===== config.mk =====
export PLATFORM = sky130hd
export DESIGN_NAME = alu_pipe_flat
export DESIGN_NICKNAME = d
export VERILOG_FILES = /design/src/rtl/alu_pipe_pkg.sv /design/src/rtl/alu_pipe_if.sv /design/src/rtl/alu_pipe_core.sv /design/src/rtl/alu_pipe.sv /design/src/flat_wrapper.sv
export SDC_FILE = /design/constraint.sdc
export NUM_CORES = 1
export LEC_CHECK = 0
export BUFFER_PORTS_ARGS = -buffer_cell sky130_fd_sc_hd__buf_2
export CORE_UTILIZATION = 40
export CTS_CLUSTER_DIAMETER = 50
export CTS_CLUSTER_SIZE = 30
export DETAILED_ROUTE_END_ITERATION = 10
export MAX_ROUTING_LAYER = met4
export PLACE_DENSITY_LB_ADDON = 0.3
export SYNTH_ARGS = -nofsm -noshare
export SYNTH_HDL_FRONTEND = slang
export SYNTH_SLANG_ARGS = --single-unit

===== constraint.sdc =====
create_clock -name clk -period 5.9 [get_ports clk]
set_input_delay 0.295 -clock clk [delete_from_list [all_inputs] [get_ports clk]]
set_output_delay 0.295 -clock clk [all_outputs]
set_load 0.02 [all_outputs]

===== src/rtl/alu_pipe_pkg.sv =====
// alu_pipe_pkg: shared opcodes, flag bundle and illegal-op range for alu_pipe.
package alu_pipe_pkg;

  // Opcodes 0-7 keep the legacy 8-bit ALU encoding.
  localparam logic [3:0] OP_ZERO = 4'd0;
  localparam logic [3:0] OP_AND  = 4'd1;
  localparam logic [3:0] OP_OR   = 4'd2;
  localparam logic [3:0] OP_XOR  = 4'd3;
  localparam logic [3:0] OP_NOT  = 4'd4;
  localparam logic [3:0] OP_SUB  = 4'd5;
  localparam logic [3:0] OP_ADD  = 4'd6;
  localparam logic [3:0] OP_ONES = 4'd7;
  // Extended opcodes.
  localparam logic [3:0] OP_SHL  = 4'd8;
  localparam logic [3:0] OP_SHR  = 4'd9;
  localparam logic [3:0] OP_SAR  = 4'd10;
  localparam logic [3:0] OP_INC  = 4'd11;

  // Every opcode from here up to 15 is undefined.
  localparam logic [3:0] ILLEGAL_OP_MIN = 4'd12;

  typedef struct packed {
    logic zf;
    logic cf;
    logic nf;
    logic vf;
  } alu_flags_t;

  // True when the opcode falls in the undefined range.
  function automatic logic is_illegal_op(input logic [3:0] op);
    return (op >= ILLEGAL_OP_MIN);
  endfunction

endpackage


===== src/rtl/alu_pipe_if.sv =====
// alu_pipe_if: request/result handshake bundle between the sequencer,
// alu_pipe and the writeback stage.
interface alu_pipe_if #(
  parameter int WIDTH = 8
) ();

  logic             in_valid;
  logic             in_ready;
  logic [3:0]       op;
  logic [WIDTH-1:0] a;
  logic [WIDTH-1:0] b;
  logic             use_acc;
  logic             acc_we;
  logic             out_valid;
  logic             out_ready;
  logic [WIDTH-1:0] y;
  logic             zf;
  logic             cf;
  logic             nf;
  logic             vf;
  logic             illegal;
  logic [WIDTH-1:0] acc;

  // Producer/consumer side (sequencer + writeback).
  modport master (
    output in_valid, op, a, b, use_acc, acc_we, out_ready,
    input  in_ready, out_valid, y, zf, cf, nf, vf, illegal, acc
  );

  // ALU side.
  modport slave (
    input  in_valid, op, a, b, use_acc, acc_we, out_ready,
    output in_ready, out_valid, y, zf, cf, nf, vf, illegal, acc
  );

endinterface


===== src/rtl/alu_pipe_core.sv =====
// alu_pipe_core: purely combinational opcode and flag evaluation.
// Build option: ALU_PIPE_SAT_EN makes SUB/ADD/INC saturate instead of wrap;
// cf/vf keep reporting the raw overflow condition either way.
module alu_pipe_core
  import alu_pipe_pkg::*;
#(
  parameter int WIDTH = 8
) (
  input  logic [3:0]       op,
  input  logic [WIDTH-1:0] a,
  input  logic [WIDTH-1:0] b,
  output logic [WIDTH-1:0] y,
  output alu_flags_t       flags,
  output logic             illegal
);

  localparam int SHW = $clog2(WIDTH);
  localparam int MSB = WIDTH - 1;

  logic [WIDTH:0]   sum_s;
  logic [WIDTH:0]   diff_s;
  logic [WIDTH:0]   inc_s;
  logic [SHW-1:0]   sh_s;
  logic [WIDTH:0]   shl_ext_s;
  logic [WIDTH:0]   shr_ext_s;
  logic [WIDTH:0]   sar_ext_s;
  logic [WIDTH-1:0] res_s;
  logic             cf_s;
  logic             vf_s;
  logic             ill_s;

  // Evaluate the selected op; shifts use a one-bit extension so the last
  // bit shifted out lands in the extra bit (and is 0 for a zero shift).
  always_comb begin
    sum_s     = {1'b0, a} + {1'b0, b};
    diff_s    = {1'b0, a} - {1'b0, b};
    inc_s     = {1'b0, a} + {{WIDTH{1'b0}}, 1'b1};
    sh_s      = b[SHW-1:0];
    shl_ext_s = {1'b0, a} << sh_s;
    shr_ext_s = {a, 1'b0} >> sh_s;
    sar_ext_s = $signed({a, 1'b0}) >>> sh_s;
    res_s     = {WIDTH{1'b0}};
    cf_s      = 1'b0;
    vf_s      = 1'b0;
    ill_s     = 1'b0;
    case (op)
      OP_ZERO: res_s = {WIDTH{1'b0}};
      OP_AND:  res_s = a & b;
      OP_OR:   res_s = a | b;
      OP_XOR:  res_s = a ^ b;
      OP_NOT:  res_s = ~a;
      OP_SUB: begin
        cf_s = diff_s[WIDTH];
        vf_s = (a[MSB] != b[MSB]) && (diff_s[MSB] != a[MSB]);
`ifdef ALU_PIPE_SAT_EN
        if (diff_s[WIDTH]) begin
          res_s = {WIDTH{1'b0}};
        end else begin
          res_s = diff_s[WIDTH-1:0];
        end
`else
        res_s = diff_s[WIDTH-1:0];
`endif
      end
      OP_ADD: begin
        cf_s = sum_s[WIDTH];
        vf_s = (a[MSB] == b[MSB]) && (sum_s[MSB] != a[MSB]);
`ifdef ALU_PIPE_SAT_EN
        if (sum_s[WIDTH]) begin
          res_s = {WIDTH{1'b1}};
        end else begin
          res_s = sum_s[WIDTH-1:0];
        end
`else
        res_s = sum_s[WIDTH-1:0];
`endif
      end
      OP_ONES: res_s = {WIDTH{1'b1}};
      OP_SHL: begin
        res_s = shl_ext_s[WIDTH-1:0];
        cf_s  = shl_ext_s[WIDTH];
      end
      OP_SHR: begin
        res_s = shr_ext_s[WIDTH:1];
        cf_s  = shr_ext_s[0];
      end
      OP_SAR: begin
        res_s = sar_ext_s[WIDTH:1];
        cf_s  = sar_ext_s[0];
      end
      OP_INC: begin
        cf_s = inc_s[WIDTH];
        vf_s = !a[MSB] && inc_s[MSB];
`ifdef ALU_PIPE_SAT_EN
        if (inc_s[WIDTH]) begin
          res_s = {WIDTH{1'b1}};
        end else begin
          res_s = inc_s[WIDTH-1:0];
        end
`else
        res_s = inc_s[WIDTH-1:0];
`endif
      end
      default: begin
        res_s = {WIDTH{1'b0}};
        ill_s = is_illegal_op(op);
      end
    endcase
  end

  // Drive result and flags; an undefined op reports all flags clear.
  always_comb begin
    y        = res_s;
    illegal  = ill_s;
    flags.zf = !ill_s && (res_s == {WIDTH{1'b0}});
    flags.cf = cf_s;
    flags.nf = res_s[MSB];
    flags.vf = vf_s;
  end

endmodule


===== src/rtl/alu_pipe.sv =====
// alu_pipe: one-stage valid/ready ALU with result register, status flags and
// accumulator. Build option: ALU_PIPE_SAT_EN (saturating SUB/ADD/INC, in core).
module alu_pipe
  import alu_pipe_pkg::*;
#(
  parameter int WIDTH = 8
) (
  input logic      clk,
  input logic      rst,
  alu_pipe_if.slave bus
);

  logic             in_ready_s;
  logic             accept_s;
  logic [WIDTH-1:0] b_eff_s;
  logic [WIDTH-1:0] core_y_s;
  alu_flags_t       core_flags_s;
  logic             core_illegal_s;

  logic             out_valid_q, out_valid_d;
  logic [WIDTH-1:0] y_q, y_d;
  alu_flags_t       flags_q, flags_d;
  logic             illegal_q, illegal_d;
  logic [WIDTH-1:0] acc_q, acc_d;

  // Handshake: no skid buffer, so a slot opens only when the result
  // register is empty or being drained this cycle. B' always sees the
  // pre-update accumulator.
  always_comb begin
    in_ready_s = !out_valid_q || bus.out_ready;
    accept_s   = bus.in_valid && in_ready_s;
    if (bus.use_acc) begin
      b_eff_s = acc_q;
    end else begin
      b_eff_s = bus.b;
    end
  end

  alu_pipe_core #(
    .WIDTH (WIDTH)
  ) u_core (
    .op      (bus.op),
    .a       (bus.a),
    .b       (b_eff_s),
    .y       (core_y_s),
    .flags   (core_flags_s),
    .illegal (core_illegal_s)
  );

  // Next state: load on accept, drop valid on a bare pop, otherwise hold.
  always_comb begin
    out_valid_d = out_valid_q;
    y_d         = y_q;
    flags_d     = flags_q;
    illegal_d   = illegal_q;
    acc_d       = acc_q;
    if (accept_s) begin
      out_valid_d = 1'b1;
      y_d         = core_y_s;
      flags_d     = core_flags_s;
      illegal_d   = core_illegal_s;
      if (bus.acc_we && !core_illegal_s) begin
        acc_d = core_y_s;
      end else begin
        acc_d = acc_q;
      end
    end else if (bus.out_ready) begin
      out_valid_d = 1'b0;
    end else begin
      out_valid_d = out_valid_q;
    end
  end

  // Result register and accumulator; reset discards any held result.
  always_ff @(posedge clk or posedge rst) begin
    if (rst) begin
      out_valid_q <= 1'b0;
      y_q         <= {WIDTH{1'b0}};
      flags_q     <= alu_flags_t'(4'b0000);
      illegal_q   <= 1'b0;
      acc_q       <= {WIDTH{1'b0}};
    end else begin
      out_valid_q <= out_valid_d;
      y_q         <= y_d;
      flags_q     <= flags_d;
      illegal_q   <= illegal_d;
      acc_q       <= acc_d;
    end
  end

  assign bus.in_ready  = in_ready_s;
  assign bus.out_valid = out_valid_q;
  assign bus.y         = y_q;
  assign bus.zf        = flags_q.zf;
  assign bus.cf        = flags_q.cf;
  assign bus.nf        = flags_q.nf;
  assign bus.vf        = flags_q.vf;
  assign bus.illegal   = illegal_q;
  assign bus.acc       = acc_q;

endmodule


===== src/flat_wrapper.sv =====
// flat-port wrapper written by rule: the top's interface ports become plain ports
module alu_pipe_flat import alu_pipe_pkg::*;
#(
  parameter int WIDTH = 8
)
  (clk, rst, bus_in_valid, bus_op, bus_a, bus_b, bus_use_acc, bus_acc_we, bus_out_ready, bus_in_ready, bus_out_valid, bus_y, bus_zf, bus_cf, bus_nf, bus_vf, bus_illegal, bus_acc);
  alu_pipe_if #(.WIDTH(WIDTH)) bus_i ();
  input logic clk;
  input logic rst;
  input wire logic [$bits(bus_i.in_valid)-1:0] bus_in_valid;
  input wire logic [$bits(bus_i.op)-1:0] bus_op;
  input wire logic [$bits(bus_i.a)-1:0] bus_a;
  input wire logic [$bits(bus_i.b)-1:0] bus_b;
  input wire logic [$bits(bus_i.use_acc)-1:0] bus_use_acc;
  input wire logic [$bits(bus_i.acc_we)-1:0] bus_acc_we;
  input wire logic [$bits(bus_i.out_ready)-1:0] bus_out_ready;
  output wire logic [$bits(bus_i.in_ready)-1:0] bus_in_ready;
  output wire logic [$bits(bus_i.out_valid)-1:0] bus_out_valid;
  output wire logic [$bits(bus_i.y)-1:0] bus_y;
  output wire logic [$bits(bus_i.zf)-1:0] bus_zf;
  output wire logic [$bits(bus_i.cf)-1:0] bus_cf;
  output wire logic [$bits(bus_i.nf)-1:0] bus_nf;
  output wire logic [$bits(bus_i.vf)-1:0] bus_vf;
  output wire logic [$bits(bus_i.illegal)-1:0] bus_illegal;
  output wire logic [$bits(bus_i.acc)-1:0] bus_acc;
  assign bus_i.in_valid = bus_in_valid;
  assign bus_i.op = bus_op;
  assign bus_i.a = bus_a;
  assign bus_i.b = bus_b;
  assign bus_i.use_acc = bus_use_acc;
  assign bus_i.acc_we = bus_acc_we;
  assign bus_i.out_ready = bus_out_ready;
  assign bus_in_ready = bus_i.in_ready;
  assign bus_out_valid = bus_i.out_valid;
  assign bus_y = bus_i.y;
  assign bus_zf = bus_i.zf;
  assign bus_cf = bus_i.cf;
  assign bus_nf = bus_i.nf;
  assign bus_vf = bus_i.vf;
  assign bus_illegal = bus_i.illegal;
  assign bus_acc = bus_i.acc;
  alu_pipe #(.WIDTH(WIDTH)) u_core (.clk(clk), .rst(rst), .bus(bus_i));
endmodule

==> results.yml <==
run_status:
  outcome: "finished, violations left"
  violations: "DRC"
yosys:
  avgSynthCellArea_um2: 8.06
  ys_types: 65
  syn_nets: 482
  yosysSeqAreaShare: 0.156
  synthCells: 418
  synth_flop_cell: "dfrtp_1"
  async_flop_share: 1.00
  ys_warn_count: 0
  ys_ff_latch: 21
  synth_edf_count: 0
  mappedNetlistArea_mm2: 0.00337
setup_path:
  arrival_ns: 4.06
  worst_ep_required_time_ns: 6.07
  end_kind: "register"
  cp-start-kind: "primary input"
  crit_type: "in -> reg"
  crit_fanout: 16
floorplanning:
  start_util: 0.412
  die_y_um: 93.8
  fp-row-count: 33
  dieArea_mm2: 0.00880
  die_x_um: 93.8
  core_area_mm2: 0.00818
  ios: 49
place:
  portBuffers: 48
  dp.cells: 546
  hpwl_um: 9030
  place_area_mm2: 0.00364
  place_congestion: 0.986
finish:
  mostFrequentLayoutCell: "buf_2"
  area_delta_synth_final_pct: 9.24
  drive_above_1_share: 0.191
  final_util: 0.450
  fin_nets: 510
  fillCellCount: 814
  multi_input_area_mm2: 0.00262
  regArea_um2: 526
  final_cells: 550
  final_cell_mix: "48 x buf_2, 36 x ha_1, 27 x inv_1, 25 x a21oi_1, 24 x nand2_1"
  stdcell_area_mm2: 0.00368
  num_antenna_cells: 0
clocking:
  numCtsBuffers: 3
  cts.sinks: 21
  postCtsSetupBuffers: 0
  clock_path_buffers: 2
  post_cts_resized: 0
  root_buffer: "clkbuf_8"
  clkTransAtPathRegs_ns: 0.07
  postCtsHoldBufs: 0
  clkLatencyLatePin_ns: 0.26
  htreeDepth: 1
  cts_tree: "yes"
grt:
  grt_pass1_vias: 3247
  grt_max_degree: 34
  grt_pass1_wl_um: 17800
  antenna_found_initial: 0
  grt_use_total: 0.274
  grt.overflow.total: 0
timing:
  finalHoldViolCount: 0
  finalCritPeriodShare: 0.660
  slew_headroom: 0.300
  fmax_ghz: 0.257
  fin_skew_ns: 0.00183
  rsz0062_at_grt: "false"
  final.setup.tns_ns: 0
  slew_viol_final: 0
  worst_slew_pin_slew_ns: 1.03
  final-setup-viol-count: 0
  post-route-min-period_ns: 3.89
power:
  peakVddDrop_mv: 0.185
  internal_power_uw: 423
  power_frac_seq: 0.239
  finalPower_uw: 826
  power-per-cell-area_mw_per_mm2: 224
  pwr-share-clk: 0.115
  p_sw_uw: 403
  p_leak_uw: 0.00168
  p_sw_frac: 0.487
  p_comb_frac: 0.645
drt:
  wire_per_inst_um: 21.6
  drt_first_pass_iters: 8
  drt_iter0_markers: 325
  routed_via_density: 6.47
  drc_errors: 2
  ant_nets: 0
  via_count: 3560
  wl_um: 11900
run:
  maxCapViolCount: 0
worst_hold_path:
  hold_class: "in -> async"
-- power by group through the flow --
stage	Combinational, µW	Sequential (µW)	Clock [µW]
floorplan	338	238	0
global placement	519	200	0
detailed placement	521	200	0
CTS	523	197	97.5
global route	574	201	103
finish	533	198	95.3
-- cell type report --
type	instances	area share
timing repair buffer	49	0.0673
tap	105	0.0357
multi-input combinational	342	0.713
clock buffer	4	0.0122
inverter	29	0.0296
sequential	21	0.143
-- final timing paths --
| kind | start | endpoint | slack, ns | cells after the start |
|---|---|---|---|---|
| hold reg to reg | u_core.bus.zf | u_core.bus.zf | 0.49 | 2 |
| setup / recovery | bus_use_acc | u_core.bus.zf | 2.01 | 12 |
| min in group clk | bus_in_valid | u_core.bus.out_valid | 0.28 | 2 |
| hold / removal | rst | u_core.bus.nf | 0.18 | 2 |
| setup reg to reg | u_core.bus.acc[0] | u_core.bus.zf | 2.04 | 11 |
| max in group asynchronous | rst | u_core.bus.illegal | 5.21 | 2 |
-- layer usage --
metal	share of wire	track usage
met2	0.44	0.413
met1	0.44	0.368
met3	0.091	0.0502
met5	0	-
met4	0.030	0.0949
-- Yosys cell counts (4+ instances only) --
library cell  count  area share
xnor2_1           7       0.018
ha_1             36        0.13
a22oi_1           7       0.016
inv_1            27       0.030
a31oi_1           5      0.0093
or3_1             5      0.0093
a21o_1            4      0.0089
nand2b_1         10       0.019
and3_1            5      0.0093
nand3b_1          4      0.0089
nand3_1          15       0.022
nand2_1          24       0.027
nor4_1            4      0.0074
o211ai_1         10       0.022
dfrtp_1          21        0.16
mux2_2           19       0.063
clkbuf_1         18       0.020
nor2b_1           8       0.015
mux2i_1          23       0.068
nor3_1            6      0.0089
o31ai_1           4      0.0089
a211oi_1          6       0.013
o22ai_1           9       0.017
o21ai_0          21       0.031
a32oi_1           4       0.010
nor2_1           22       0.024
a21oi_1          25       0.037
-- kinds of logic after synthesis --
group	after synthesis	synth area share
multiplexers	47	0.160
flip-flops	21	0.156
AND/OR/NAND/NOR	122	0.192
XOR/XNOR	10	0.0260
adder cells (fa/ha/maj)	38	0.146
buffers and inverters	55	0.0657
AO/OA/AOI/OAI	125	0.255
-- flip-flops by register name, summed over array words and instances, names as in the netlist --
| signal | count |
|---|---|
| u_core.bus.nf | 1 |
| u_core.bus.cf | 1 |
| u_core.bus.illegal | 1 |
| u_core.bus.y | 7 |
| u_core.bus.zf | 1 |
| u_core.bus.vf | 1 |
| u_core.bus.acc | 8 |
| u_core.bus.out_valid | 1 |
-- per-stage QoR --
stage / worst slack (ns) / hold WS (ns)
3_3_place_gp: 1.89 / 0.471
3_5_place_dp: 1.76 / 0.469
4_1_cts: 2.04 / 0.207
6_report: 2.01 / 0.183
2_1_floorplan: 2.64 / 0.272
5_1_grt: 1.81 / 0.255
-- worst max-delay path, cell delays in order --
cell	delay [ns]
buf_2	0.30
mux2i_4	0.65
inv_1	0.42
ha_1	0.35
fa_1	0.40
xor2_1	0.18
a32oi_1	0.16
o211ai_1	0.14
o21ai_0	0.19
nand3_1	0.14
or4_1	0.55
o41ai_2	0.27
(Power assumes the default switching activity.)
